$ cat config.mk
export PLATFORM = sky130hd
export DESIGN_NAME = expr_eval_sched
export DESIGN_NICKNAME = d
export VERILOG_FILES = /design/src/rtl/expr_eval_sched.sv
export SDC_FILE = /design/constraint.sdc
export NUM_CORES = 1
export LEC_CHECK = 0
export CORE_AREA = 2 2 197 199
export CTS_BUF_LIST = sky130_fd_sc_hd__clkbuf_8 sky130_fd_sc_hd__clkbuf_16
export CTS_CLUSTER_SIZE = 14
export DETAILED_ROUTE_END_ITERATION = 16
export DIE_AREA = 0 0 199 201
export PLACE_DENSITY = 0.62
export RECOVER_POWER = 50
export SLEW_MARGIN = 30
export SYNTH_ARGS = -nofsm -noshare
export SYNTH_HDL_FRONTEND = slang
export SYNTH_SLANG_ARGS = --single-unit
$ cat constraint.sdc
create_clock -name clk -period 1.6 [get_ports clk]
set_input_delay 0.16 -clock clk [delete_from_list [all_inputs] [get_ports clk]]
set_output_delay 0.16 -clock clk [all_outputs]
set_load 0.1 [all_outputs]
$ cat src/rtl/expr_eval_sched.sv
// expr_eval_sched: round-robin scheduler sharing one combinational expression unit between requesters
module expr_eval_sched #(
  parameter int NREQ = 4,
  parameter int OPW = 60,
  parameter int YW = 90,
  parameter int SETTLE = 1,
  parameter int CNTW = 16,
  localparam int IDW = NREQ > 1 ? $clog2(NREQ) : 1
) (
  input  logic                 clk,
  input  logic                 rst,
  input  logic [NREQ-1:0]      req_valid,
  input  logic [NREQ*OPW-1:0]  req_data,
  output logic [NREQ-1:0]      req_ready,
  output logic [OPW-1:0]       eu_opnd,
  input  logic [YW-1:0]        eu_y,
  output logic                 rsp_valid,
  input  logic                 rsp_ready,
  output logic [IDW-1:0]       rsp_id,
  output logic [YW-1:0]        rsp_y,
  output logic                 busy,
  output logic [CNTW-1:0]      done_cnt
);
  localparam int CW = SETTLE > 1 ? $clog2(SETTLE) : 1;
  typedef enum logic [1:0] {IDLE, SETL, RESP} state_t;
  state_t state, nxt;
  logic [OPW-1:0] op_reg;
  logic [OPW-1:0] dat [NREQ];
  logic [IDW-1:0] rr_ptr, g, hi_g, lo_g;
  logic hi, lo;
  logic [CW-1:0] cnt;
  if (SETTLE < 1) begin : g_settle_chk
    $error("SETTLE must be at least 1");
  end
  genvar i;
  for (i = 0; i < NREQ; i++) begin : g_dat
    assign dat[i] = req_data[i*OPW +: OPW];
  end
  assign eu_opnd = op_reg;
  assign busy = state != IDLE;
  // grant: first valid index at or above rr_ptr, otherwise lowest valid index (wrap-around)
  always_comb begin
    hi = 1'b0;
    lo = 1'b0;
    hi_g = '0;
    lo_g = '0;
    for (int k = NREQ - 1; k >= 0; k--) begin
      if (req_valid[k]) begin
        lo = 1'b1;
        lo_g = IDW'(k);
        if (k >= int'(rr_ptr)) begin
          hi = 1'b1;
          hi_g = IDW'(k);
        end
      end
    end
    g = hi ? hi_g : lo_g;
  end
  // accept strobe and next state
  always_comb begin
    req_ready = '0;
    if (state == IDLE && lo && !rst) req_ready[g] = 1'b1;
    nxt = state == IDLE ? (lo ? SETL : IDLE) :
          state == SETL ? (cnt == '0 ? RESP : SETL) :
          (rsp_ready ? IDLE : RESP);
  end
  // state register, operand latch, result capture and handshake bookkeeping
  always_ff @(posedge clk) begin
    if (rst) begin
      state <= IDLE;
      op_reg <= '0;
      rsp_y <= '0;
      rsp_id <= '0;
      rsp_valid <= 1'b0;
      rr_ptr <= '0;
      done_cnt <= '0;
      cnt <= '0;
    end else begin
      state <= nxt;
      if (state == IDLE && lo) begin
        op_reg <= dat[g];
        rsp_id <= g;
        cnt <= CW'(SETTLE - 1);
      end
      if (state == SETL) begin
        cnt <= cnt - CW'(1);
        if (cnt == '0) begin
          rsp_y <= eu_y;
          rsp_valid <= 1'b1;
        end
      end
      if (state == RESP && rsp_ready) begin
        rsp_valid <= 1'b0;
        done_cnt <= &done_cnt ? done_cnt : done_cnt + CNTW'(1);
        rr_ptr <= IDW'((int'(rsp_id) + 1) % NREQ);
      end
    end
  end
endmodule

==> key figures <==
Worst hold path
  – Hold/Removal Path Class: in -> reg
  – Hold path depth: 3

Setup path
  – Levels on crit path: 7
  – Worst setup EP type: output port
  – Worst R2R End: eu_opnd[54]
  – Cell Chain, Critical Path: nand2b_4 > nor2b_4 > o22a_4 > buf_6 > buf_12 > nor2_4 > buf_12
  – Crit-path leading delay family: buffers and inverters
  – CP Max Fanout: 6
  – Slowest stage delay, CP: 0.36 ns
  – R2R depth: 9
  – Crit path kind: reg -> out
  – Buf/Inv on CP: 3
  – Worst Setup Start Kind: register
  – CP max stage cell: dfxtp_4
  – CP Capture Point: req_ready[1]
  – Crit path top cell by count: buf_12
  – Worst EP required: 1.44 ns
  – Arrival @ worst endpoint: 1.87 ns
  – Worst R2R Setup Slack: -0.28 ns
  – Worst Setup SP: rr_ptr[0]
  – RR Startpoint: rr_ptr[0]

GRT
  – Largest net degree at the start of global routing: 86
  – Total gr overflow: 0
  – First-pass GRT wire length: 54800 um
  – Initial antenna violation count: 10
  – Vias in the first global route: 8902
  – GR Util All Layers: 0.185

Status
  – Violated checks: negative setup slack
  – Status: finished with violations

Routing
  – Max layer used: met5
  – Final wirelength: 38300 um
  – WL/cell: 19.6 um
  – Pre-antenna DRT Iters: 4
  – Antenna viol nets, final: 0
  – DRT iter0 DRCs: 323
  – Vias: 8670
  – Routed wl met3: 3720 um
  – Vias per std cell: 4.43
  – Met2 wire length: 19400 um
  – Metal-1 WL: 13800 um
  – DRC Markers: 0

Timing
  – F_max: 492 MHz
  – RSZ-0062 raised after global routing: yes
  – Slew margin rel.: 0.612
  – Fin crit period: 2.03 ns
  – Worst slew pin tran: 0.584 ns
  – Fin. Hold Viols: 0
  – Layout Skew: 0.00654 ns
  – Final Cycle Share: 1.27
  – Slew Viols, Final: 0
  – Final setup violation count: 65
  – Setup ws final: -0.434 ns

Clock tree
  – CTS clock-pin slew for the worst setup and hold paths: 0.07 ns
  – CTS max path bufs: 2
  – Clock sink count: 174
  – Worst skew pair latency: 0.44 ns
  – CTS HTree Levels: 4
  – Post-CTS Hold Fix Bufs: 0
  – CTS buffer count: 17
  – Root Buffer: clkbuf_16
  – CTS tree: built

Logic synthesis
  – Share of the synthesized area in the top cell type: 0.453
  – Asr flop ratio synth: 0
  – Area contributors post-synth: dfxtp_1, mux2i_1, nand2_1
  – Sequential area share after synthesis: 0.453
  – Post-Syn Nets: 1206
  – Synth top cells by count: nand2_1, dfxtp_1, mux2i_1
  – Syn Inst Count: 868
  – Cell area after synthesis: 0.00769 sq mm
  – Main synth FF type: dfxtp_1
  – Yosys warns: 0
  – Syn Area/Cell: 8.86 sq um
  – Number of synthesized flops with an enable pin: 0
  – Synth Register Bits: 174
  – Synth area leader: dfxtp_1
  – Unique masters post-synth: 44
  – Top-count cell post-synth: nand2_1

Run
  – Max Cap Viol: 0

Floorplanning
  – Die area: 0.0400 sq mm
  – Core area: 0.0381 sq mm
  – Die Width: 199 um
  – I/O pin total: 511
  – Core Rows: 72
  – Die H: 201 um
  – Initial core utilization: 0.202

Placed design
  – PortBufs: 510
  – Placed cell area: 0.0157 sq mm
  – Dpl hpwl: 29800 um
  – Gpl congestion: 0.866
  – Dpl ws: -0.474 ns

Cells and area
  – FF+latch area: 0.00354 sq mm
  – Post-Layout Inst Area: 0.0148 sq mm
  – Layout cell share with drive strength beyond 1: 0.260
  – Final #Nets: 1758
  – Area Growth Syn to Fin: 92.1%
  – Fillers: 3798
  – Multi-input logic area: 0.00415 sq mm

Power and ir drop
  – Static Leak: 5.76 nW
  – Cell area power density: 1110 mW/mm^2
  – VDD IR max: 0.000717 V
  – Final Power: 16.3 mW
how the worst min path moves through the flow:
stage / startpoint / endpoint / slack, ns
detailed placement: rsp_y[30] / rsp_y[30] / 0.48
CTS: rst / state[0] / 0.14
global route: rst / state[0] / 0.16
floorplan: eu_y[0] / rsp_y[0] / 0.30
global placement: rsp_y[55] / rsp_y[55] / 0.48
finish: rst / state[0] / 0.16
report_power, final:
group          total [mW]  switching [mW]  internal, mW  leakage [nW]
logic                7.25            4.86          2.39          4.05
registers            5.08           0.316          4.77          1.44
clock network        3.98            1.95          2.03         0.272
total                16.3            7.12          9.19          5.76
through the flow:
step	setup TNS, ns	util	hold WS [ns]	instances
floorplan	-7.20	-	0.296	868
global placement	-24.84	0.411	0.478	1898
detailed placement	-28.46	0.411	0.483	1898
CTS	-14.89	0.435	0.138	1948
global route	-14.67	0.387	0.157	1958
finish	-9.15	0.387	0.158	1959
logic make-up after synthesis:
family / after synthesis / share of synthesized area
fa+ha+maj: 1 / 0.00163
simple gates: 309 / 0.163
xor+xnor: 15 / 0.0171
compound gates: 174 / 0.149
flops: 174 / 0.453
mux: 123 / 0.160
buf+inv: 72 / 0.0553
flip-flops by register name (all words and copies together) (netlist names):
signal,cells
rsp_valid,1
done_cnt,16
eu_opnd,60
cnt,1
rsp_id,2
rr_ptr,2
state,2
rsp_y,90
cell usage in the layout (no fill, tap or decap), types with 3 or more instances in the layout:
master / synthesis / routed
a211oi_2: 1 / 3
a21oi_1: 97 / 95
buf_12: 7 / 51
buf_16: 0 / 5
buf_2: 9 / 25
buf_4: 1 / 51
buf_6: 1 / 11
buf_8: 0 / 8
clkbuf_16: 0 / 18
clkbuf_2: 0 / 111
clkdlybuf4s50_1: 0 / 335
clkinvlp_4: 0 / 3
dfxtp_1: 174 / 155
dfxtp_2: 0 / 4
dfxtp_4: 0 / 15
diode_2: 0 / 8
inv_1: 3 / 7
mux2i_1: 123 / 104
mux2i_2: 0 / 12
mux2i_4: 0 / 7
nand2_1: 245 / 243
nand3_1: 5 / 4
nand4_1: 5 / 5
nor2_1: 29 / 23
nor2_4: 0 / 6
nor2b_4: 0 / 3
o21ai_2: 0 / 3
o221ai_1: 60 / 56
o221ai_2: 0 / 4
xnor2_1: 6 / 6
xor2_1: 9 / 9
what timing repair did:
action,CTS,global route
endpoints found under the setup margin,63,83
pin swaps,29,12
gates resized for setup,48,39
buffers inserted,13,4
gates cloned,6,2
worst min-delay path, stage by stage:
cell	delay (ns)
buf_4	0.14
buf_4	0.21
a21oi_1	0.05
final cells by class:
cell class              instances  share of cell area
repair buffers                599               0.396
multi-input cells             624               0.281
flip-flops and latches        174               0.240
well taps                     518              0.0439
clock buffers                  18              0.0297
clock inverters                14             0.00661
diodes                          8             0.00136
inverters                       4             0.00119
layer usage:
metal | up-vias | GRT usage
met5 | - | 0
met4 | 2 | 0.0800
met3 | 53 | 0.0736
met2 | 382 | 0.332
met1 | 4066 | 0.189
li1 | 4167 | -
Power figures use the tool's default switching activity.
